--- src/rtl/uart_pkg.sv ---
// Types and helpers shared by the UART receive engine and its bit sampler.
package uart_pkg;

    typedef enum logic [2:0] {
        IDLE,
        START,
        DATA,
        PARITY,
        STOP_0,
        STOP_1
    } rx_state_t;

    localparam int MIN_DATA_BITS = 5;

    // Out-of-range character widths snap to the nearest supported width.
    function automatic logic [3:0] clamp_bits(input logic [3:0] req, input int max_bits);
        if (req < 4'(MIN_DATA_BITS)) begin
            return 4'(MIN_DATA_BITS);
        end
        if (int'(req) > max_bits) begin
            return 4'(max_bits);
        end
        return req;
    endfunction

endpackage

--- src/rtl/uart_rx_bit_sampler.sv ---
// Serial input synchroniser, tick-qualified falling-edge detect and the
// oversampling tick counter that marks mid-bit and full-bit points.
module uart_rx_bit_sampler #(
    parameter int OVS = 16
) (
    input  logic PCLK,
    input  logic PRESETn,
    input  logic baud_tick,
    input  logic rxd,
    input  logic cnt_clr,
    output logic rxd_s,
    output logic fall_edge,
    output logic mid_strobe,
    output logic full_strobe
);

    localparam int CNT_W = $clog2(OVS);

    logic             sync1_reg;
    logic             sync2_reg;
    logic             prev_reg;
    logic [CNT_W-1:0] tick_cnt_reg;

    always_ff @(posedge PCLK) begin
        if (!PRESETn) begin
            sync1_reg    <= 1'b1;
            sync2_reg    <= 1'b1;
            prev_reg     <= 1'b1;
            tick_cnt_reg <= '0;
        end else begin
            sync1_reg <= rxd;
            sync2_reg <= sync1_reg;
            if (baud_tick) begin
                prev_reg <= sync2_reg;
            end
            if (cnt_clr) begin
                tick_cnt_reg <= '0;
            end else if (baud_tick) begin
                tick_cnt_reg <= (tick_cnt_reg == CNT_W'(OVS - 1)) ? '0 : tick_cnt_reg + 1'b1;
            end
        end
    end

    assign rxd_s       = sync2_reg;
    assign fall_edge   = baud_tick & prev_reg & ~sync2_reg;
    assign mid_strobe  = baud_tick & (tick_cnt_reg == CNT_W'(OVS / 2 - 1));
    assign full_strobe = baud_tick & (tick_cnt_reg == CNT_W'(OVS - 1));

endmodule

--- src/rtl/uart_rx_engine.sv ---
// Oversampling UART receiver: start detect, variable-width data, optional
// parity, 1/2 stop bits, valid/ready hand-off with error and timeout pulses.
module uart_rx_engine
    import uart_pkg::*;
#(
    parameter int DATA_W_MAX   = 8,
    parameter int OVS          = 16,
    parameter int TIMEOUT_BITS = 32
) (
    input  logic                  PCLK,
    input  logic                  PRESETn,
    input  logic                  baud_tick,
    input  logic                  RXen,
    input  logic                  rxd,
    input  logic [3:0]            cfg_data_bits,
    input  logic                  cfg_parity_en,
    input  logic                  cfg_parity_odd,
    input  logic                  cfg_stop2,
    output logic [DATA_W_MAX-1:0] rx_data,
    output logic                  rx_valid,
    input  logic                  rx_ready,
    output logic                  rx_done,
    output logic                  parity_err,
    output logic                  frame_err,
    output logic                  overrun_err,
    output logic                  timeout_flag,
    output logic                  busy
);

    localparam int TO_W = $clog2(TIMEOUT_BITS + 1);

    rx_state_t state_reg, state_next;

    logic rxd_s, fall_edge, mid_strobe, full_strobe, cnt_clr;
    logic start_det, start_ok, sample_bit, par_check, stop_check, complete;
    logic load, overrun, to_clr;

    logic [3:0]            bit_cnt_reg;
    logic [3:0]            nbits_reg;
    logic                  par_en_reg, par_odd_reg, stop2_reg;
    logic                  par_err_reg, frm_err_reg;
    logic [DATA_W_MAX-1:0] shift_reg, shift_next;
    logic [DATA_W_MAX-1:0] rx_data_reg;
    logic                  rx_valid_reg, rx_done_reg, parity_err_reg, frame_err_reg;
    logic                  overrun_err_reg, timeout_flag_reg;
    logic [TO_W-1:0]       timeout_cnt_reg;

    uart_rx_bit_sampler #(.OVS(OVS)) u_sampler (
        .PCLK        (PCLK),
        .PRESETn     (PRESETn),
        .baud_tick   (baud_tick),
        .rxd         (rxd),
        .cnt_clr     (cnt_clr),
        .rxd_s       (rxd_s),
        .fall_edge   (fall_edge),
        .mid_strobe  (mid_strobe),
        .full_strobe (full_strobe)
    );

    always_comb begin
        state_next = state_reg;
        start_det  = 1'b0;
        start_ok   = 1'b0;
        sample_bit = 1'b0;
        par_check  = 1'b0;
        stop_check = 1'b0;
        complete   = 1'b0;
        if (!RXen) begin
            state_next = IDLE;
        end else begin
            case (state_reg)
                IDLE: begin
                    if (fall_edge) begin
                        state_next = START;
                        start_det  = 1'b1;
                    end
                end
                START: begin
                    if (mid_strobe) begin
                        if (rxd_s) begin
                            state_next = IDLE;
                        end else begin
                            state_next = DATA;
                            start_ok   = 1'b1;
                        end
                    end
                end
                DATA: begin
                    if (full_strobe) begin
                        sample_bit = 1'b1;
                        if (bit_cnt_reg == nbits_reg - 4'd1) begin
                            state_next = par_en_reg ? PARITY : STOP_0;
                        end
                    end
                end
                PARITY: begin
                    if (full_strobe) begin
                        par_check  = 1'b1;
                        state_next = STOP_0;
                    end
                end
                STOP_0: begin
                    if (full_strobe) begin
                        stop_check = 1'b1;
                        if (stop2_reg) begin
                            state_next = STOP_1;
                        end else begin
                            state_next = IDLE;
                            complete   = 1'b1;
                        end
                    end
                end
                STOP_1: begin
                    if (full_strobe) begin
                        state_next = IDLE;
                        complete   = 1'b1;
                    end
                end
                default: state_next = IDLE;
            endcase
        end
    end

    // Re-centre the tick counter on the start edge and again at mid-start,
    // so every later full-bit strobe lands in the middle of a bit.
    assign cnt_clr = ~RXen | start_det | start_ok;

    generate
        for (genvar gi = 0; gi < DATA_W_MAX; gi++) begin : g_shift
            assign shift_next[gi] = (sample_bit && bit_cnt_reg == 4'(gi)) ? rxd_s : shift_reg[gi];
        end
    endgenerate

    assign load    = complete & (~rx_valid_reg | rx_ready);
    assign overrun = complete & ~load;
    assign to_clr  = start_det | ~rx_valid_reg;

    always_ff @(posedge PCLK) begin
        if (!PRESETn) begin
            state_reg        <= IDLE;
            bit_cnt_reg      <= '0;
            nbits_reg        <= '0;
            par_en_reg       <= 1'b0;
            par_odd_reg      <= 1'b0;
            stop2_reg        <= 1'b0;
            par_err_reg      <= 1'b0;
            frm_err_reg      <= 1'b0;
            shift_reg        <= '0;
            rx_data_reg      <= '0;
            rx_valid_reg     <= 1'b0;
            rx_done_reg      <= 1'b0;
            parity_err_reg   <= 1'b0;
            frame_err_reg    <= 1'b0;
            overrun_err_reg  <= 1'b0;
            timeout_flag_reg <= 1'b0;
            timeout_cnt_reg  <= '0;
        end else begin
            state_reg       <= state_next;
            rx_done_reg     <= complete;
            parity_err_reg  <= complete & par_err_reg;
            frame_err_reg   <= complete & (frm_err_reg | ~rxd_s);
            overrun_err_reg <= overrun;

            if (start_det) begin
                nbits_reg   <= clamp_bits(cfg_data_bits, DATA_W_MAX);
                par_en_reg  <= cfg_parity_en;
                par_odd_reg <= cfg_parity_odd;
                stop2_reg   <= cfg_stop2;
                bit_cnt_reg <= '0;
                shift_reg   <= '0;
                par_err_reg <= 1'b0;
                frm_err_reg <= 1'b0;
            end
            if (sample_bit) begin
                shift_reg   <= shift_next;
                bit_cnt_reg <= bit_cnt_reg + 4'd1;
            end
            if (par_check) begin
                par_err_reg <= rxd_s ^ (^shift_reg) ^ par_odd_reg;
            end
            if (stop_check && !rxd_s) begin
                frm_err_reg <= 1'b1;
            end

            if (load) begin
                rx_data_reg  <= shift_reg;
                rx_valid_reg <= 1'b1;
            end else if (rx_valid_reg && rx_ready) begin
                rx_valid_reg <= 1'b0;
            end

            // Idle bit-time counter saturates so the flag fires once per unread character.
            timeout_flag_reg <= 1'b0;
            if (to_clr) begin
                timeout_cnt_reg <= '0;
            end else if (state_reg == IDLE && full_strobe &&
                         timeout_cnt_reg != TO_W'(TIMEOUT_BITS)) begin
                timeout_cnt_reg  <= timeout_cnt_reg + 1'b1;
                timeout_flag_reg <= (timeout_cnt_reg == TO_W'(TIMEOUT_BITS - 1));
            end
        end
    end

    assign rx_data      = rx_data_reg;
    assign rx_valid     = rx_valid_reg;
    assign rx_done      = rx_done_reg;
    assign parity_err   = parity_err_reg;
    assign frame_err    = frame_err_reg;
    assign overrun_err  = overrun_err_reg;
    assign timeout_flag = timeout_flag_reg;
    assign busy         = (state_reg != IDLE);

endmodule

--- config.mk ---
export PLATFORM = sky130hd
export DESIGN_NAME = uart_rx_engine
export DESIGN_NICKNAME = d
export VERILOG_FILES = /design/src/rtl/uart_pkg.sv /design/src/rtl/uart_rx_bit_sampler.sv /design/src/rtl/uart_rx_engine.sv
export SDC_FILE = /design/constraint.sdc
export NUM_CORES = 1
export LEC_CHECK = 0
export CELL_PAD_IN_SITES_DETAIL_PLACEMENT = 1
export CELL_PAD_IN_SITES_GLOBAL_PLACEMENT = 2
export CORE_MARGIN = 1
export CORE_UTILIZATION = 37
export CTS_BUF_LIST = sky130_fd_sc_hd__clkbuf_4 sky130_fd_sc_hd__clkbuf_8 sky130_fd_sc_hd__clkbuf_16
export CTS_CLUSTER_SIZE = 24
export DETAILED_ROUTE_END_ITERATION = 10
export PLACE_DENSITY_LB_ADDON = 0.1
export SETUP_SLACK_MARGIN = 0.15
export SLEW_MARGIN = 20
export SYNTH_ARGS = -nofsm -noshare
export SYNTH_HDL_FRONTEND = slang
export SYNTH_SLANG_ARGS = --single-unit
--- constraint.sdc ---
create_clock -name PCLK -period 5.42 [get_ports PCLK]
set_input_delay 1.084 -clock PCLK [delete_from_list [all_inputs] [get_ports PCLK]]
set_output_delay 1.084 -clock PCLK [all_outputs]
set_load 0.01 [all_outputs]
### Yosys cells after proc, flatten, opt, wreduce, memory -nomap -nowiden

Cells that the tools add are included.

| storage, ports and cells | value |
|---|---|
| flip-flop bits (word level) | 51 |
| input bits | 13 |
| output and inout port bits | 15 |

| operators by class | value |
|---|---|
| $add $sub $neg | 4 |
| $lt $le $gt $ge | 2 |
| equal/unequal tests | 32 |
| mux-type cells | 58 |
| bitwise gates (word level) | 21 |
| reductions and logical operators | 34 |

Operators with widths:

| kind | count |
|---|---|
| 1-bit 2-to-1 mux | 37 |
| 4-bit 2-to-1 mux | 7 |
| 3-bit 2-to-1 mux | 9 |
| 4-bit by 3-bit equality test with 1-bit output, second input constant | 5 |
| 3-bit one-hot mux with 6 select lines | 1 |
| 2-bit AND reduction | 9 |
| 8-bit 2-to-1 mux | 2 |
| 2-bit by 1-bit != test with 1-bit output, second input constant | 8 |
| 2-bit != test, second input constant | 7 |
| 1-bit logical AND | 12 |
| 4-bit by 1-bit adder with 4-bit output, second input constant | 2 |
| 1-bit bitwise AND | 8 |
| 4-bit by 2-bit equality test with 1-bit output, second input constant | 2 |
| 2-bit nonzero test | 4 |
| 8-bit XOR reduction | 1 |
| 7-bit AND reduction | 1 |
| 6-bit by 1-bit adder with 6-bit output, second input constant | 1 |
| 3-bit by 2-bit equality test with 1-bit output, second input constant | 2 |
| 3-bit equality test, second input constant | 2 |
| 6-bit by 5-bit equality test with 1-bit output, second input constant | 1 |
| 6-bit != test, second input constant | 1 |
| 1-bit NOT | 6 |
| 1-bit OR | 5 |
| 4-bit by 1-bit equality test with 1-bit output, second input constant | 1 |
| other kinds (15) | 17 |

### Longest topological paths before layout

Gate-level depths: netlist of the first run.

| logic depth | value |
|---|---|
| depth after elaboration | 12 |
| depth in mapped cells | 7 |

### Modules after synthesis

From an unflattened synthesis of the first run, not the netlist that was laid out.

| second synthesis, totals | value |
|---|---|
| cell total of the unflattened synthesis | 276 |
| area total of the unflattened synthesis | 2524.9 µm² |

Modules (own cells, without submodules):

| module | instances | cells an instance | area an instance (µm²) |
|---|---|---|---|
| uart_rx_engine | 1 | 246 | 2229.6 |
| uart_rx_bit_sampler | 1 | 30 | 295.3 |

### Least setup slack after synthesis of the first run

No wires, ideal clock.

| timing path | value |
|---|---|
| kind | input -> register |
| from | input port baud_tick |
| to | register shift_reg[0] |
| setup time | 73 ps |
| arrival time | 2116 ps |
| data required time | 5347 ps |
| slack | 3231 ps |
| stages on the path | 6 |
| buffers on the path | 2 |
| path through | buf_4 > and4_1 > buf_2 > nand4b_1 > nor3b_1 > mux2i_1 |

| on the way | value |
|---|---|
| word-level cells in the longest chain between the ends | 7 |
| elaborated cells between the ends (all ways) | 14 |
| classes of those cells | 1 x eq/ne; 7 x mux; 3 x bitwise; 3 x reduce/logical |

Ends and longest elaborated chain:

| element | line | source |
|---|---|---|
| start: declaration | uart_rx_engine.sv:12 | `input logic baud_tick,` |
| 1-bit bitwise AND, on equally long branches | uart_rx_bit_sampler.sv:47, uart_rx_bit_sampler.sv:45 |  |
| 1-bit 2-to-1 mux / 1-bit bitwise AND (equally long branches) | uart_rx_engine.sv:89, uart_rx_bit_sampler.sv:45 |  |
| 1-bit 2-to-1 mux, on equally long branches | uart_rx_engine.sv:71, uart_rx_engine.sv:73 |  |
| 1-bit 2-to-1 mux, on equally long branches | uart_rx_engine.sv:68, uart_rx_engine.sv:71 |  |
| 1-bit logical AND / 1-bit 2-to-1 mux (equally long branches) | uart_rx_engine.sv:130, uart_rx_engine.sv:68 |  |
| 2-bit by 1-bit != test with 1-bit output (no source line) / 2-bit nonzero test (equally long branches) | n/a |  |
| 2-bit AND reduction (no source line) | n/a |  |
| end signal: assignment | uart_rx_engine.sv:175 | `shift_reg <= shift_next;` |
| end: declaration | uart_rx_engine.sv:42 | `logic [DATA_W_MAX-1:0] shift_reg, shift_next;` |

Several ways; a longest one is shown, not always the timed one.
A chain may end at the register's enable or synchronous reset.

### Worst setup path after layout of the first run

| timing path | value |
|---|---|
| from | input port baud_tick |
| to | register shift_reg[2] |

Same word-level chain as after synthesis.

==> metrics.txt, run 1 <==
outcome=completed; post-CTS setup buffer count=0; final core occ=44.03%; delay-heaviest family, CP=simple AND/OR/NAND/NOR gates; CP required=5.65 ns; CTS H-tree depth=2; slowest stage delay, CP=around 0.73 ns; worst hold path class=reg2reg; Die X=85.65 um; io pins=28; nets=328; syn_nets=308; main flop type after synthesis=dfxtp_1; clk_skew=between 0.01 and 0.015 ns; Final HPWL DP=around 4300 um; Post-synth ARST share=0%; Final Setup Violations=0; worst IR drop on VDD=approximately 0.00008 V; Post-synth EDFFs=0; drt pass-1 iters=4; WL met2=2757 um; total track usage=~18%; Initial DRC Count=69; worst path cell trace=clkdlybuf4s50_1 -> and4_1 -> nand4b_1 -> nor3b_1 -> mux2i_1; CTS buffer count=5; # resized after CTS=0; clk slew on worst S/H paths=0.10 ns; grt ovf=0; Rel. slew slack=about three fifths; Arr. time, crit path=~3.3 ns; clock latency at the later pin of the worst-skew pair=between 0.3 and 0.4 ns; switching pwr=0.1524 mW; hold_buf cts=0; initial antenna violation count=0; P per Cell Area=about 210 nW/um^2; Routed Antenna Nets=0; Remaining DRCs=0; Synth Warn #=0; crit start category=input port; setup TNS=0 ns; Int Power=~0.48 mW; Tmin final=~3.1 ns; Buf/Inv on CP=1; layout cells sized above 1=~6.8%; global-route wire length before repair=10,250 um; Via-to-Cell Ratio=5.161; routed len/inst=14.52 um; diodes inserted=0; largest net degree at the start of global routing=21; CTS tree=built; routability cong.=around 0.76; via count=roughly 2,100; Comb power frac=~5.7%; Routed WL=between 5000 and 6000 um; routed wl met3=137 um; slowest cell on the critical path=clkdlybuf4s50_1; # port buffers=27; measured slew at the worst slew-check pin=roughly 0.61 ns; Max Freq=322.6 MHz; Layout area overhead=15.56%; total leakage power=about 1.1 nW; Distinct cells, synth=54; Clock Path Buffers=2; Core Area=a little under 7000 sq um; max-cap check violation count=0; max layer used=met4; Worst Setup End Kind=flip-flop; post-synthesis instance total=around 290; Clk pwr share=34.4%; Syn Area/Cell=roughly 9.0 sq um; Fin. Hold Viols=0; WL met1=2865 um; unrepaired setup endpoints after global routing=no; Die Height=85.65 um; Mapped Area=2589 sq um; CTS Root Buffer Type=clkbuf_8; register bit total from synthesis=51; crit path max fanout=15; Sw Share=24.04%; initial core utilization=38.10%; CTS sink count=51; die area=around 7300 sq um; sequential power share=between 50% and 60%; FP Rows=30; Pwr Total=about 0.63 mW; register area share after synthesis=about 39%; Slew Viols, Final=0; number of global-route vias before repair=about 2,100; final worst path period share=a little under three fifths; critical path class=in2reg
[worst paths after layout]
kind	end	depth (start not counted)	slack, ns	startpoint
setup / recovery	shift_reg[2]	5	2.32	baud_tick
hold / removal	u_sampler.rxd_s	1	0.43	u_sampler.sync1_reg
setup reg to reg	shift_reg[2]	5	3.13	u_sampler.tick_cnt_reg[0]
hold reg to reg	u_sampler.rxd_s	1	0.43	u_sampler.sync1_reg
[metal layers]
| metal | GRT usage (%) | vias up |
|---|---|---|
| li1 | - | 1041 |
| met4 | 6.364 | 0 |
| met3 | 2.406 | 8 |
| met1 | 23.28 | 1003 |
| met2 | 29.60 | 28 |
| met5 | 0 | - |
[area by class of cell]
cell class,instances,area (sq um)
flip-flops and latches,51,1021
fillers,802,3802
clock inverters,2,13.76
multi-input cells,207,1441
well taps,96,120.1
repair buffers,27,270.3
inverters,15,56.30
clock buffers,5,68.82
[metrics by stage]
step           instances  worst slack (ns)  hold slack, ns  cell area [sq um]
5_1_grt              403             2.123          0.4590               2992
3_3_place_gp         396             2.024          0.3985               2909
2_1_floorplan        287             3.231          0.3863               2589
4_1_cts              403             2.297          0.4350               2992
6_report             403             2.320          0.4284               2992
3_5_place_dp         396             1.976          0.4097               2909
[placed cells by master (no fill, tap or decap), types with 3 or more instances in the layout]
| cell type | n |
|---|---|
| a21oi_1 | 23 |
| nand4_1 | 8 |
| dfxtp_1 | 51 |
| xor2_1 | 8 |
| nand2b_1 | 4 |
| ha_1 | 8 |
| nand3_1 | 19 |
| o21ai_1 | 10 |
| clkdlybuf4s50_1 | 27 |
| mux2i_1 | 16 |
| nor2_1 | 24 |
| o211ai_1 | 3 |
| or3_1 | 3 |
| nand2_1 | 24 |
| inv_1 | 11 |
| xnor2_1 | 11 |
| clkbuf_8 | 5 |
| inv_2 | 3 |
| and2_1 | 4 |
| nor3b_1 | 4 |
[logic make-up (layout without fill, tap and decap cells)]
group                      Yosys count  count (layout)  synth area share (%)
buffers and inverters               29              49                 4.881
adders and majority gates            8               8                 3.867
muxes                               17              17                 6.621
AOI/OAI and AO/OA                   50              50                 12.28
and+or+nand+nor                    111             111                 24.75
xor gates and xnor gates            21              21                 8.168
DFF                                 51              51                 39.44
[power groups by stage]
stage	clock (mW)	combinational [mW]	sequential (mW)
after global placement	0	0.0366	0.388
after CTS	0.229	0.0369	0.380
final	0.218	0.0363	0.380
after floorplan	0	0.0231	0.387
after detailed placement	0	0.0368	0.388
after global routing	0.246	0.0401	0.380
[Yosys cell counts (2+ instances only)]
cell type / instances / area share [%]
inv_1: 11 / 1.6
a21oi_1: 23 / 4.4
nand3_1: 19 / 3.7
xnor2_1: 11 / 3.7
nor2b_1: 2 / 0.48
and2_1: 4 / 0.97
xnor3_1: 2 / 1.7
o211ai_1: 3 / 0.87
and3_1: 2 / 0.48
o21ai_1: 10 / 1.9
mux2i_1: 16 / 6.2
or3_1: 3 / 0.73
nand4bb_1: 2 / 0.87
nand2b_1: 4 / 0.97
o2111ai_1: 2 / 0.68
ha_1: 8 / 3.9
inv_2: 3 / 0.43
nor3b_1: 4 / 1.2
buf_2: 5 / 0.97
nand2_1: 24 / 3.5
xor2_1: 8 / 2.7
clkbuf_1: 6 / 0.87
o41ai_1: 2 / 0.68
o21ai_0: 2 / 0.39
nand4b_1: 2 / 0.68
nand4_1: 8 / 1.9
nor2_1: 24 / 3.5
dfxtp_1: 51 / 39
Power figures use the tool's default switching activity.
==> run 2: changes to the inputs <==
- CORE_UTILIZATION: 37 -> 35
- clock period: 5.42 -> 3 ns (I/O delays scaled with it)
==> metrics.txt, run 2 (synthesized netlist as in run 1, its figures left out) <==
Final Setup Violations=0 (unchanged); Die Height=88 um (+2.7%); worst IR drop on VDD=0.0001657 V (+110%); clk slew on worst S/H paths=0.10 ns (about the same); Buf/Inv on CP=2 (+1); outcome=completed; post-CTS setup buffer count=0 (unchanged); Worst Setup End Kind=primary output; global-route wire length before repair=10,120 um (-1.2%); slack of the worst reg-to-reg path=1.02 ns (-2.11 ns); Initial DRC Count=71 (+2.9%); commonest cells after routing, fill and taps aside=51 x dfxtp_1, 27 x clkdlybuf4s50_1, 24 x nand2_1, 24 x nor2_1, 23 x a21oi_1; largest net degree at the start of global routing=21 (unchanged); total leakage power=1.111 nW (+3.3%); Fillers=825 (+2.9%); delay-heaviest family, CP=buffers and inverters; die area=7744 sq um (+5.6%); CTS Root Buffer Type=clkbuf_8; Fin. Hold Viols=0 (unchanged); Routed WL=6053 um (+3.4%); CTS sink count=51 (unchanged); final worst slack=0.6190 ns (-1.701 ns); # resized after CTS=0 (unchanged); switching pwr=0.2775 mW (+82%); slowest stage delay, CP=0.49 ns (-0.24 ns); diodes inserted=0 (unchanged); via count=2,117 (+1.8%); initial antenna violation count=0 (unchanged); worst path cell trace=nor3_2 -> inv_1 -> clkdlybuf4s50_1; hold depth=1 (unchanged); io pins=28 (unchanged); clk_skew=0.005981 ns (-0.005101 ns); Hold EP=u_sampler.rxd_s; Clock Path Buffers=2 (unchanged); Routed Antenna Nets=0 (unchanged); routability cong.=0.8024 (+5.4%); # port buffers=27 (unchanged); CP required=2.40 ns (-3.25 ns); Rel. slew slack=61.17% (+1.6 points); crit path max fanout=8 (-7); sequential power share=55.5% (-4.4 points); reg2reg path depth=5 (unchanged); drt pass-1 iters=6 (+2); Final HPWL DP=4531 um (+5.4%); Layout area overhead=18.22%; Clk pwr share=38.8% (+4.4 points); Tmin final=around 2.4 ns; crit start category=flip-flop; clock latency at the later pin of the worst-skew pair=0.30 ns (about the same); Sw Share=22.47% (-1.6 points); Arr. time, crit path=1.78 ns (-1.55 ns); worst hold path class=reg2reg; P per Cell Area=403.4 nW/um^2 (+90%); Slew Viols, Final=0 (unchanged); Comb power frac=5.7% (about the same); hold_sp=u_sampler.sync1_reg; Int Power=0.9571 mW (+99%); slowest cell on the critical path=clkdlybuf4s50_1; total track usage=16.94% (-0.72 points); CTS H-tree depth=2 (unchanged); Reg2Reg Capture Point=shift_reg[3]; CTS tree=built; worst reg2reg startpoint=u_sampler.tick_cnt_reg[0]; number of global-route vias before repair=2,095 (-1.3%); final worst path period share=79.37%; hold slack=0.4229 ns (-0.005471 ns); Remaining DRCs=0 (unchanged); routed len/inst=14.80 um (+1.9%); CTS buffer count=5 (unchanged); Place WS=0.5423 ns (-1.434 ns); Via-to-Cell Ratio=5.176 (+0.29%); hold_buf cts=0 (unchanged); FP Rows=30 (unchanged); Core Area=6982 sq um (+2.8%); unrepaired setup endpoints after global routing=no; nets=334 (+1.8%); setup TNS=0 ns (unchanged); layout cells sized above 1=8.626% (+1.8 points); max-cap check violation count=0 (unchanged); initial core utilization=37.08% (-1.0 points); Die X=88 um (+2.7%); Max Freq=420.0 MHz; critical path class=reg2out; grt ovf=0 (unchanged); measured slew at the worst slew-check pin=0.5813 ns (-0.02407 ns); most common cell after layout, fill and taps aside=dfxtp_1
## run 2: cell count changes in the layout (fill, tap and decap cells not counted)
cell and delta:
clkinvlp_4 +1, buf_4 +6, clkinv_2 -1, bufinv_16 +1, clkinv_4 -1
## run 2: per-stage QoR
step,power (mW),cell area (sq um),util (%),cells
after detailed placement,0.7719,2954,42.31,402
after global routing,1.292,3060,43.84,409
after global placement,0.7716,2954,42.31,402
after floorplan,0.7402,2589,-,287
after CTS,1.253,3060,43.84,409
final,1.235,3060,43.84,409
## run 2: how the worst max path moves through the flow
stage / cells after the start / end / slack, ns / start
after floorplan: 6 / rx_data[5] / 1.23 / u_sampler.tick_cnt_reg[0]
after global placement: 5 / shift_reg[2] / 0.55 / baud_tick
after detailed placement: 5 / overrun_err / 0.54 / RXen
after CTS: 3 / busy / 0.59 / state_reg[2]
after global routing: 3 / busy / 0.50 / state_reg[0]
final: 3 / busy / 0.62 / state_reg[2]
## run 2: final cells by class
cell class | instances | area [sq um] | share of cell area, %
multi-input combinational | 207 | 1441 | 47.10
sequential | 51 | 1021 | 33.36
timing repair buffer | 33 | 315.3 | 10.30
tap | 96 | 120.1 | 3.925
clock buffer | 5 | 68.82 | 2.249
inverter | 15 | 56.30 | 1.840
clock inverter | 2 | 37.54 | 1.226
## run 2: per-layer routing
| layer | share of wire (%) | GRT usage, % | vias up |
|---|---|---|---|
| met5 | 0 | 0 | - |
| met3 | 1.9 | 3.676 | 2 |
| met2 | 46 | 28.05 | 19 |
| met1 | 51 | 22.45 | 1036 |
| li1 | - | - | 1060 |
| met4 | 0.55 | 4.024 | 0 |
## run 2: power groups by stage
stage | logic (mW) | registers, mW | clock network, mW
final | 0.0704 | 0.686 | 0.478
after global routing | 0.0776 | 0.687 | 0.528
after CTS | 0.0709 | 0.686 | 0.496
after detailed placement | 0.0703 | 0.702 | 0
after global placement | 0.0700 | 0.702 | 0
after floorplan | 0.0418 | 0.698 | 0
